[src/rtl/cla_seq_addsub_ov_if.sv]
// Operand/result bus for the sequential add/subtract unit.
// Handshake: the master raises start with op/a/b/ci valid; the unit takes
// them on a rising edge whenever busy is low (IDLE or DONE) and ignores start
// while busy is high. done pulses for one cycle when s and the flags hold a
// new result. There is no backpressure: the master must accept that result
// in the done cycle, and s and the flags then hold it until the next completion.
interface cla_seq_addsub_ov_if #(
  parameter int WIDTH = 64
);
  logic             start;
  logic             op;
  logic [WIDTH-1:0] a;
  logic [WIDTH-1:0] b;
  logic             ci;
  logic             busy;
  logic             done;
  logic [WIDTH-1:0] s;
  logic             co;
  logic             co_prev;
  logic             ov;
  logic             zero;
  logic             neg;

  modport master (
    output start, op, a, b, ci,
    input  busy, done, s, co, co_prev, ov, zero, neg
  );

  modport slave (
    input  start, op, a, b, ci,
    output busy, done, s, co, co_prev, ov, zero, neg
  );
endinterface

[src/rtl/cla_seq_addsub_ov.sv]
// Multi-cycle add/subtract: one CHUNK-bit carry-lookahead slice per cycle,
// LSB chunk first, with the carry registered between chunks. Produces the
// sum plus carry, carry-into-MSB, signed overflow, zero and negative flags.
module cla_seq_addsub_ov #(
  parameter int WIDTH = 64,
  parameter int CHUNK = 4
) (
  input  logic                  clk,
  input  logic                  reset,
  cla_seq_addsub_ov_if.slave    bus,
  output logic [1:0]            o_dbg_state
);
  localparam int NCYC = WIDTH / CHUNK;
  localparam int CW   = (NCYC > 1) ? $clog2(NCYC) : 1;

  typedef enum logic [1:0] {
    S_IDLE = 2'd0,
    S_RUN  = 2'd1,
    S_DONE = 2'd2
  } state_t;

  state_t           r_state;
  state_t           w_next_state;
  logic             w_busy;
  logic             w_done;
  logic             w_accept;
  logic             w_last;

  logic [WIDTH-1:0] r_a;
  logic [WIDTH-1:0] r_b;
  logic             r_c;
  logic [CW-1:0]    r_k;

  logic [CHUNK-1:0] w_p;
  logic [CHUNK-1:0] w_g;
  logic [CHUNK:0]   w_c;
  logic [CHUNK-1:0] w_sum;
  logic [WIDTH-1:0] w_w_next;

  logic [WIDTH-1:0] r_s;
  logic             r_co;
  logic             r_co_prev;
  logic             r_ov;
  logic             r_zero;
  logic             r_neg;

  // New operands are taken whenever the unit is not mid-operation.
  assign w_accept = bus.start && (r_state != S_RUN);
  assign w_last   = (r_k == CW'(NCYC - 1));

  // State register.
  always_ff @(posedge clk or posedge reset) begin
    if (reset) r_state <= S_IDLE;
    else       r_state <= w_next_state;
  end

  // Next-state logic; DONE may chain straight into RUN.
  always_comb begin
    w_next_state = r_state;
    case (r_state)
      S_IDLE:  if (bus.start) w_next_state = S_RUN;
      S_RUN:   if (w_last)    w_next_state = S_DONE;
      S_DONE:  w_next_state = bus.start ? S_RUN : S_IDLE;
      default: w_next_state = S_IDLE;
    endcase
  end

  // FSM outputs.
  always_comb begin
    w_busy = 1'b0;
    w_done = 1'b0;
    case (r_state)
      S_RUN:   w_busy = 1'b1;
      S_DONE:  w_done = 1'b1;
      default: ;
    endcase
  end

  // CHUNK-bit lookahead slice: every carry is a flat OR of generate terms
  // propagated through the bits above them, seeded by the registered carry.
  always_comb begin
    logic v_term;
    w_p    = r_a[CHUNK-1:0] ^ r_b[CHUNK-1:0];
    w_g    = r_a[CHUNK-1:0] & r_b[CHUNK-1:0];
    w_c    = '0;
    w_c[0] = r_c;
    v_term = 1'b0;
    for (int i = 0; i < CHUNK; i++) begin
      v_term = r_c;
      for (int k = 0; k <= i; k++) v_term = v_term & w_p[k];
      w_c[i+1] = v_term;
      for (int j = 0; j <= i; j++) begin
        v_term = w_g[j];
        for (int k = j + 1; k <= i; k++) v_term = v_term & w_p[k];
        w_c[i+1] = w_c[i+1] | v_term;
      end
    end
  end

  assign w_sum = w_p ^ w_c[CHUNK-1:0];

  // Working register holds the finished low chunks (oldest at the bottom);
  // the complete result is only formed combinationally on the final chunk.
  generate
    if (NCYC > 1) begin : g_multi
      logic [WIDTH-CHUNK-1:0] r_w;
      // Shift each new chunk sum in from the top.
      always_ff @(posedge clk or posedge reset) begin
        if (reset)                 r_w <= '0;
        else if (r_state == S_RUN) r_w <= w_w_next[WIDTH-1:CHUNK];
      end
      assign w_w_next = {w_sum, r_w};
    end else begin : g_single
      assign w_w_next = w_sum;
    end
  endgenerate

  // Operand capture and per-chunk advance: operands shift down so the
  // active chunk is always in the low bits.
  always_ff @(posedge clk or posedge reset) begin
    if (reset) begin
      r_a <= '0;
      r_b <= '0;
      r_c <= 1'b0;
      r_k <= '0;
    end else if (w_accept) begin
      r_a <= bus.a;
      r_b <= bus.op ? ~bus.b : bus.b;
      r_c <= bus.ci ^ bus.op;
      r_k <= '0;
    end else if (r_state == S_RUN) begin
      r_a <= r_a >> CHUNK;
      r_b <= r_b >> CHUNK;
      r_c <= w_c[CHUNK];
      r_k <= r_k + 1'b1;
    end
  end

  // Result and flags load only on the edge that finishes the last chunk.
  always_ff @(posedge clk or posedge reset) begin
    if (reset) begin
      r_s       <= '0;
      r_co      <= 1'b0;
      r_co_prev <= 1'b0;
      r_ov      <= 1'b0;
      r_zero    <= 1'b0;
      r_neg     <= 1'b0;
    end else if ((r_state == S_RUN) && w_last) begin
      r_s       <= w_w_next;
      r_co      <= w_c[CHUNK];
      r_co_prev <= w_c[CHUNK-1];
      r_ov      <= w_c[CHUNK] ^ w_c[CHUNK-1];
      r_zero    <= (w_w_next == '0);
      r_neg     <= w_w_next[WIDTH-1];
    end
  end

  assign bus.busy    = w_busy;
  assign bus.done    = w_done;
  assign bus.s       = r_s;
  assign bus.co      = r_co;
  assign bus.co_prev = r_co_prev;
  assign bus.ov      = r_ov;
  assign bus.zero    = r_zero;
  assign bus.neg     = r_neg;
  assign o_dbg_state = r_state;
endmodule

[src/flat_wrapper.sv]
// flat-port wrapper written by rule: the top's interface ports become plain ports
module cla_seq_addsub_ov_flat 
#(
  parameter int WIDTH = 64,
  parameter int CHUNK = 4
)
  (clk, reset, o_dbg_state, bus_start, bus_op, bus_a, bus_b, bus_ci, bus_busy, bus_done, bus_s, bus_co, bus_co_prev, bus_ov, bus_zero, bus_neg);
  cla_seq_addsub_ov_if #(.WIDTH(WIDTH)) bus_i ();
  input  logic clk;
  input  logic reset;
  output logic [1:0] o_dbg_state;
  input wire logic [$bits(bus_i.start)-1:0] bus_start;
  input wire logic [$bits(bus_i.op)-1:0] bus_op;
  input wire logic [$bits(bus_i.a)-1:0] bus_a;
  input wire logic [$bits(bus_i.b)-1:0] bus_b;
  input wire logic [$bits(bus_i.ci)-1:0] bus_ci;
  output wire logic [$bits(bus_i.busy)-1:0] bus_busy;
  output wire logic [$bits(bus_i.done)-1:0] bus_done;
  output wire logic [$bits(bus_i.s)-1:0] bus_s;
  output wire logic [$bits(bus_i.co)-1:0] bus_co;
  output wire logic [$bits(bus_i.co_prev)-1:0] bus_co_prev;
  output wire logic [$bits(bus_i.ov)-1:0] bus_ov;
  output wire logic [$bits(bus_i.zero)-1:0] bus_zero;
  output wire logic [$bits(bus_i.neg)-1:0] bus_neg;
  assign bus_i.start = bus_start;
  assign bus_i.op = bus_op;
  assign bus_i.a = bus_a;
  assign bus_i.b = bus_b;
  assign bus_i.ci = bus_ci;
  assign bus_busy = bus_i.busy;
  assign bus_done = bus_i.done;
  assign bus_s = bus_i.s;
  assign bus_co = bus_i.co;
  assign bus_co_prev = bus_i.co_prev;
  assign bus_ov = bus_i.ov;
  assign bus_zero = bus_i.zero;
  assign bus_neg = bus_i.neg;
  cla_seq_addsub_ov #(.WIDTH(WIDTH), .CHUNK(CHUNK)) u_core (.clk(clk), .reset(reset), .bus(bus_i), .o_dbg_state(o_dbg_state));
endmodule
[config.mk]
export PLATFORM = sky130hd
export DESIGN_NAME = cla_seq_addsub_ov_flat
export DESIGN_NICKNAME = d
export VERILOG_FILES = /design/src/rtl/cla_seq_addsub_ov_if.sv /design/src/rtl/cla_seq_addsub_ov.sv /design/src/flat_wrapper.sv
export SDC_FILE = /design/constraint.sdc
export NUM_CORES = 1
export LEC_CHECK = 0
export ABC_AREA = 1
export CORE_UTILIZATION = 34
export DETAILED_ROUTE_END_ITERATION = 16
export DONT_BUFFER_PORTS = 1
export PLACE_DENSITY = 0.59
export SLEW_MARGIN = 20
export SYNTH_ARGS = -nofsm -noshare
export SYNTH_HDL_FRONTEND = slang
export SYNTH_SLANG_ARGS = --single-unit
[constraint.sdc]
create_clock -name clk -period 8.85 [get_ports clk]
set_clock_uncertainty 0.2 [all_clocks]
set_input_delay 1.77 -clock clk [delete_from_list [all_inputs] [get_ports clk]]
set_output_delay 1.77 -clock clk [all_outputs]
set_load 0.02 [all_outputs]
==> results of run 1 <==
## power by group through the flow
stage                     Combinational [W]  Sequential, W  Clock (W)
after floorplan                    0.000981        0.00208          0
after global routing                0.00139        0.00226    0.00129
after global placement              0.00117        0.00220          0
final                               0.00118        0.00218    0.00120
after CTS                           0.00121        0.00219    0.00124
after detailed placement            0.00120        0.00220          0
## critical path, stage by stage (launching register included)
cell and delay, ps:
dfrtp_1 550, nor2_4 180, buf_4 480
## per-stage QoR
| step | std cells | setup slack [ps] | hold WS (ps) |
|---|---|---|---|
| final | 1676 | 5080 | 279 |
| after global routing | 1676 | 4990 | 316 |
| after CTS | 1676 | 5050 | 289 |
| after detailed placement | 1625 | 5380 | 277 |
| after floorplan | 1251 | 3410 | 253 |
| after global placement | 1625 | 5400 | 268 |
## cells in the mapped netlist, drive strengths merged
cell type,n
mux2i,1
a22oi,1
clkbuf,28
a31oi,1
buf,49
ha,6
inv,113
o221ai,18
xor2,1
nand3b,1
o32ai,4
dfrtp,263
o21a,1
xnor2,60
a22o,1
nor2,47
nand4,3
nand2,417
o211ai,92
nand3,17
o21ai,126
fa,1
## routing by layer
| metal | track usage [%] | up-vias | part of all wire (%) |
|---|---|---|---|
| met1 | 21.5 | 3796 | 46 |
| met5 | 0 | - | 0 |
| li1 | - | 3966 | - |
| met4 | 4.00 | 0 | 2.0 |
| met2 | 23.5 | 203 | 43 |
| met3 | 4.97 | 33 | 8.6 |
## layout make-up
cell class	count	area [um^2]	share of cell area, %
Multi-Input combinational cell	798	4100	32.3
Timing Repair Buffer	9	67.6	0.532
Sequential cell	263	6580	51.9
Inverter	113	433	3.41
Clock inverter	9	101	0.799
Tap cell	442	553	4.36
Clock buffer	42	855	6.73
## state kept, by name, indices dropped and copies added, names as in the netlist
signal,count
u_core.bus.zero,1
u_core.r_a,64
u_core.r_b,64
u_core.r_k,4
u_core.bus.co,1
u_core.bus.ov,1
u_core.bus.co_prev,1
u_core.g_multi.r_w,60
u_core.bus.s,64
u_core.o_dbg_state,2
u_core.r_c,1
## cell families after synthesis
kind of cell | after synthesis | share of synthesized area [%]
xor gates and xnor gates | 61 | 4.65
adders and majority gates | 7 | 0.827
and+or+nand+nor | 485 | 16.4
buffers and inverters | 190 | 7.17
DFF | 263 | 57.3
AOI/OAI and AO/OA | 244 | 13.6
muxes | 1 | 0.0871
## how the worst max path moves through the flow
stage                                 to  slack (ps)  cells after the start
final                           bus_busy        5080                      2
after detailed placement  u_core.r_b[49]        5380                      2
after floorplan            u_core.bus.co        3410                      1
after CTS                       bus_busy        5050                      3
after global placement    u_core.r_b[48]        5400                      2
after global routing            bus_busy        4990                      3
==> run metrics, run 1 <==
outcome finished clean; Setup crit end kind output pin; Routed WL per cell 15.8 um; RD Place Congestion 0.776; Tot Pwr 0.00456 W; worst hold start u_core.g_multi.r_w[9]; TritonCTS clock tree done; RSZ-0062 raised after global routing no; path type of the worst min-delay path reg2reg; antenna-violating nets left 0; Syn Inst Count 1251; post-CTS setup buffer count 0; global-route wire length before repair 43.0 mm; min cycle time layout 3770 ps; largest net degree at the start of global routing 126; GRT Resource Usage Total 15.6%; RR Endpoint u_core.r_a[19]; R2R Setup Slk 5490 ps; CTS Buffer Depth 3; worst-margin pin slew 1010 ps; FMAX 266 MHz; share of cells above drive strength 1 5.83%; Final Instance Area 12700 um^2; area growth from synthesis to layout 10.4%; Rel. slew slack 32.7%; number of synthesized register bits 263; Mapped Area 11500 um^2; crit path from u_core.o_dbg_state[1]; TritonCTS Buffers 29; hold path depth 2; Mean Syn Cell Area 9.19 um^2; endpoints failing setup 0; leakage power 5.63 nW; P_int 0.00284 W; antenna violations before repair 0; NetSw 0.00172 W; sequential area share after synthesis 57.3%; total global routing overflow 0; DR vias 7998; Reg-to-Reg Start u_core.o_dbg_state[1]; Clk pwr share 26.3%; commonest non-fill, non-tap cell in the layout nand2_1; combinational fraction of design power 25.8%; area share of the largest cell type after synthesis 57.3%; vias per cell 4.77; worst-skew pair later-pin latency 550 ps; largest area contributor in the synthesized netlist dfrtp_1; Worst Path Max Fanout 63; DRT Pass-1 Iters 5; hold_buf cts 0; CTS clk-pin slew, worst paths 60 ps; share of the core filled with cells 38.6%; # rows 66; IO Pins 206; synth unique cells 33; net count after synthesis 1391; maxcap violations 0; First DRT Iteration DRCs 436; htree depth 1; # resized after CTS 0; Total Routed Length 26.6 mm; hpwl dp 17.4 mm; Clock Sinks 263; commonest cells after routing, fill and taps aside nand2_1 (416), dfrtp_1 (263), inv_1 (107), o211ai_1 (91), o21ai_0 (85); hold path endpoint u_core.g_multi.r_w[5]; Initial Util 35.0%; top cells by area, synth dfrtp_1 (57%), nand2_1 (14%), o211ai_1 (5.9%); final worst-path cycle share 42.5%; area of the die 34500 um^2; Ys Warns 0; setup TNS 0 ps; PwrDens 359 nW/um^2; Seq pwr share 47.8%; critical path class reg2out; max-slew violation count 0; startpoint types flop; number of global-route vias before repair 8145; dpl cell area 11700 um^2; buffers added on ports 0; chip width 186 um; final hold violations 0; CP Data Required Time 6880 ps; Clock Root Buffer clkbuf_16; layout net count 1354; Core ar. 32900 um^2; worst reg2reg path depth 7; # diodes 0; sw frac 37.6%; Filler cells 3410; Worst VDD drop 177 uV; DRC 0; Die Y 186 um; CP arrival 1800 ps
No activity file was read; power rests on OpenSTA's default activity.
==> run 2: changes to the inputs <==
==> constraint.sdc (replaced) <==
create_clock -name clk -period 3.4 [get_ports clk]
set_clock_uncertainty 0.2 [all_clocks]
set_input_delay 0.68 -clock clk [delete_from_list [all_inputs] [get_ports clk]]
set_output_delay 0.68 -clock clk [all_outputs]
set_load 0.02 [all_outputs]
==> run 2 against run 1 <==
  * Hold slack lost 220 ps
  * Routed wire length shrank 0.20%
  * Die area unchanged
  * Cell count is 0.42% higher
  * Sequential power rose to 2.6 times the previous value
  * Sequential cell count unchanged
  * Cell area is 0.75% higher
  * Count of clock-buffer cells in the layout rose by 4
  * Via count up 0.35%
  * Sequential share of layout area fell by 0.39 points
  * First-iteration DRC count grew 6.0%
  * Critical path depth grew 1
  * Largest power group unchanged
==> run metrics, run 2 (synthesis results as in run 1) <==
outcome finished clean (unchanged); post-CTS setup buffer count 0 (unchanged); CTS clk-pin slew, worst paths 60 ps (about the same); worst setup margin 365 ps (was 5080 ps); crit path from u_core.o_dbg_state[0] (was u_core.o_dbg_state[1]); RR Endpoint u_core.r_a[51] (was u_core.r_a[19]); # rows 66 (unchanged); Worst Setup EP bus_busy (unchanged); Routed WL per cell 15.7 um (was 15.8 um); # resized after CTS 0 (unchanged); min cycle time layout 3040 ps; share of the core filled with cells 38.9% (was 38.6%); Filler cells 3395 (was 3410); TritonCTS clock tree done (unchanged); slowest CP cell buf_4 (was dfrtp_1); Clock Sinks 263 (unchanged); dpl cell area 11800 um^2 (was 11700 um^2); Worst Path Max Fanout 112 (was 63); First DRT Iteration DRCs 462 (was 436); total global routing overflow 0 (unchanged); leakage power 5.68 nW (was 5.63 nW); setup TNS 0 ps (unchanged); CP peak stage delay 730 ps (was 550 ps); Initial Util 35.0% (unchanged); Setup crit end kind output pin (unchanged); commonest non-fill, non-tap cell in the layout nand2_1 (unchanged); area growth from synthesis to layout 11.2% (was 10.4%); Die Y 186 um (unchanged); critical path class reg2out (unchanged); buffers added on ports 0 (unchanged); FMAX 329 MHz; vias per cell 4.77 (about the same); IO Pins 206 (unchanged); # diodes 0 (unchanged); area of the die 34500 um^2 (unchanged); max-slew violation count 0 (unchanged); PwrDens 928 nW/um^2 (was 359 nW/um^2); commonest cells after routing, fill and taps aside nand2_1 (416), dfrtp_1 (263), inv_1 (107), o211ai_1 (91), o21ai_0 (85) (unchanged); Cell Chain, Critical Path inv_2 -> nor2_4 -> buf_4 (was nor2_4 -> buf_4); Rel. slew slack 34.0% (was 32.7%); CP Data Required Time 2520 ps (was 6880 ps); DRC 0 (unchanged); antenna violations before repair 0 (unchanged); worst-margin pin slew 990 ps (was 1010 ps); Total Routed Length 26.5 mm (was 26.6 mm); final hold violations 0 (unchanged); layout net count 1358 (was 1354); Placement Setup Slack 913 ps (was 5380 ps); chip width 186 um (unchanged); CTS Buffer Depth 3 (unchanged); number of global-route vias before repair 8098 (was 8145); maxcap violations 0 (unchanged); CP arrival 2160 ps (was 1800 ps); worst reg2reg path depth 7 (unchanged); path type of the worst min-delay path in2reg (was reg2reg); startpoint types flop (unchanged); Final Instance Area 12800 um^2 (was 12700 um^2); DR vias 8026 (was 7998); DRT Pass-1 Iters 6 (was 5); CP bufs+invs 2 (was 1); TritonCTS Buffers 29 (unchanged); largest net degree at the start of global routing 113 (was 126); final hold slack 54.9 ps (was 279 ps); hpwl dp 17.1 mm (was 17.4 mm); global-route wire length before repair 43.2 mm (was 43.0 mm); Crit path depth 3 (was 2); R2R Setup Slk 1000 ps (was 5490 ps); final worst-path cycle share 89.3%; delay-heaviest family, CP buffers and inverters (was flip-flops); share of cells above drive strength 1 6.12% (was 5.83%); RD Place Congestion 0.762 (was 0.776); Clock Root Buffer clkbuf_16 (unchanged); endpoints failing setup 0 (unchanged); Core ar. 32900 um^2 (unchanged); htree depth 1 (unchanged); worst-skew pair later-pin latency 540 ps (was 550 ps); RSZ-0062 raised after global routing no (unchanged); GRT Resource Usage Total 15.7% (was 15.6%); Worst VDD drop 671 uV (was 177 uV); antenna-violating nets left 0 (unchanged); Reg-to-Reg Start u_core.o_dbg_state[1] (unchanged)
[run 2: final cells by class]
cell class / count / area, um^2 / share of cell area, %
Tap cell: 442 / 553 / 4.33
Sequential cell: 263 / 6580 / 51.5
Multi-Input combinational cell: 798 / 4100 / 32.1
Timing Repair Buffer: 13 / 163 / 1.27
Clock buffer: 46 / 890 / 6.96
Inverter: 113 / 430 / 3.37
Clock inverter: 8 / 68.8 / 0.538
[run 2: layer usage]
layer	up-vias	routed length, um	GRT usage, %
met3	32	2530	5.85
met1	3806	11900	20.8
met5	-	0	0
li1	3982	-	-
met2	206	11600	24.1
met4	0	478	3.51
[run 2: worst min-delay path by stage]
stage                          startpoint                     to  slack [ps]  cells after the start
detailed placement         u_core.r_b[58]         u_core.r_b[58]         280                      2
finish                          bus_start  u_core.o_dbg_state[0]          50                      2
CTS                             bus_start  u_core.o_dbg_state[0]          30                      2
global placement    u_core.g_multi.r_w[9]  u_core.g_multi.r_w[5]         270                      2
floorplan           u_core.g_multi.r_w[7]  u_core.g_multi.r_w[3]         250                      2
global route                    bus_start  u_core.o_dbg_state[0]          40                      2
[run 2: what timing repair did]
action / in CTS / in global routing
hold buffers: 1 / 0
endpoints found under the setup margin: 0 / 0
hold endpoints to repair: 3 / 0
[run 2: through the flow]
step                      cells  power, W
after floorplan            1251   0.00798
after global placement     1628   0.00878
after detailed placement   1628   0.00887
after CTS                  1683    0.0121
after global routing       1683    0.0128
final                      1683    0.0119
[run 2: report_power, final]
| group | switching, W | internal [W] |
|---|---|---|
| sequential | 0.00126 | 0.00441 |
| combinational | 0.00195 | 0.00113 |
| clock | 0.00126 | 0.00186 |
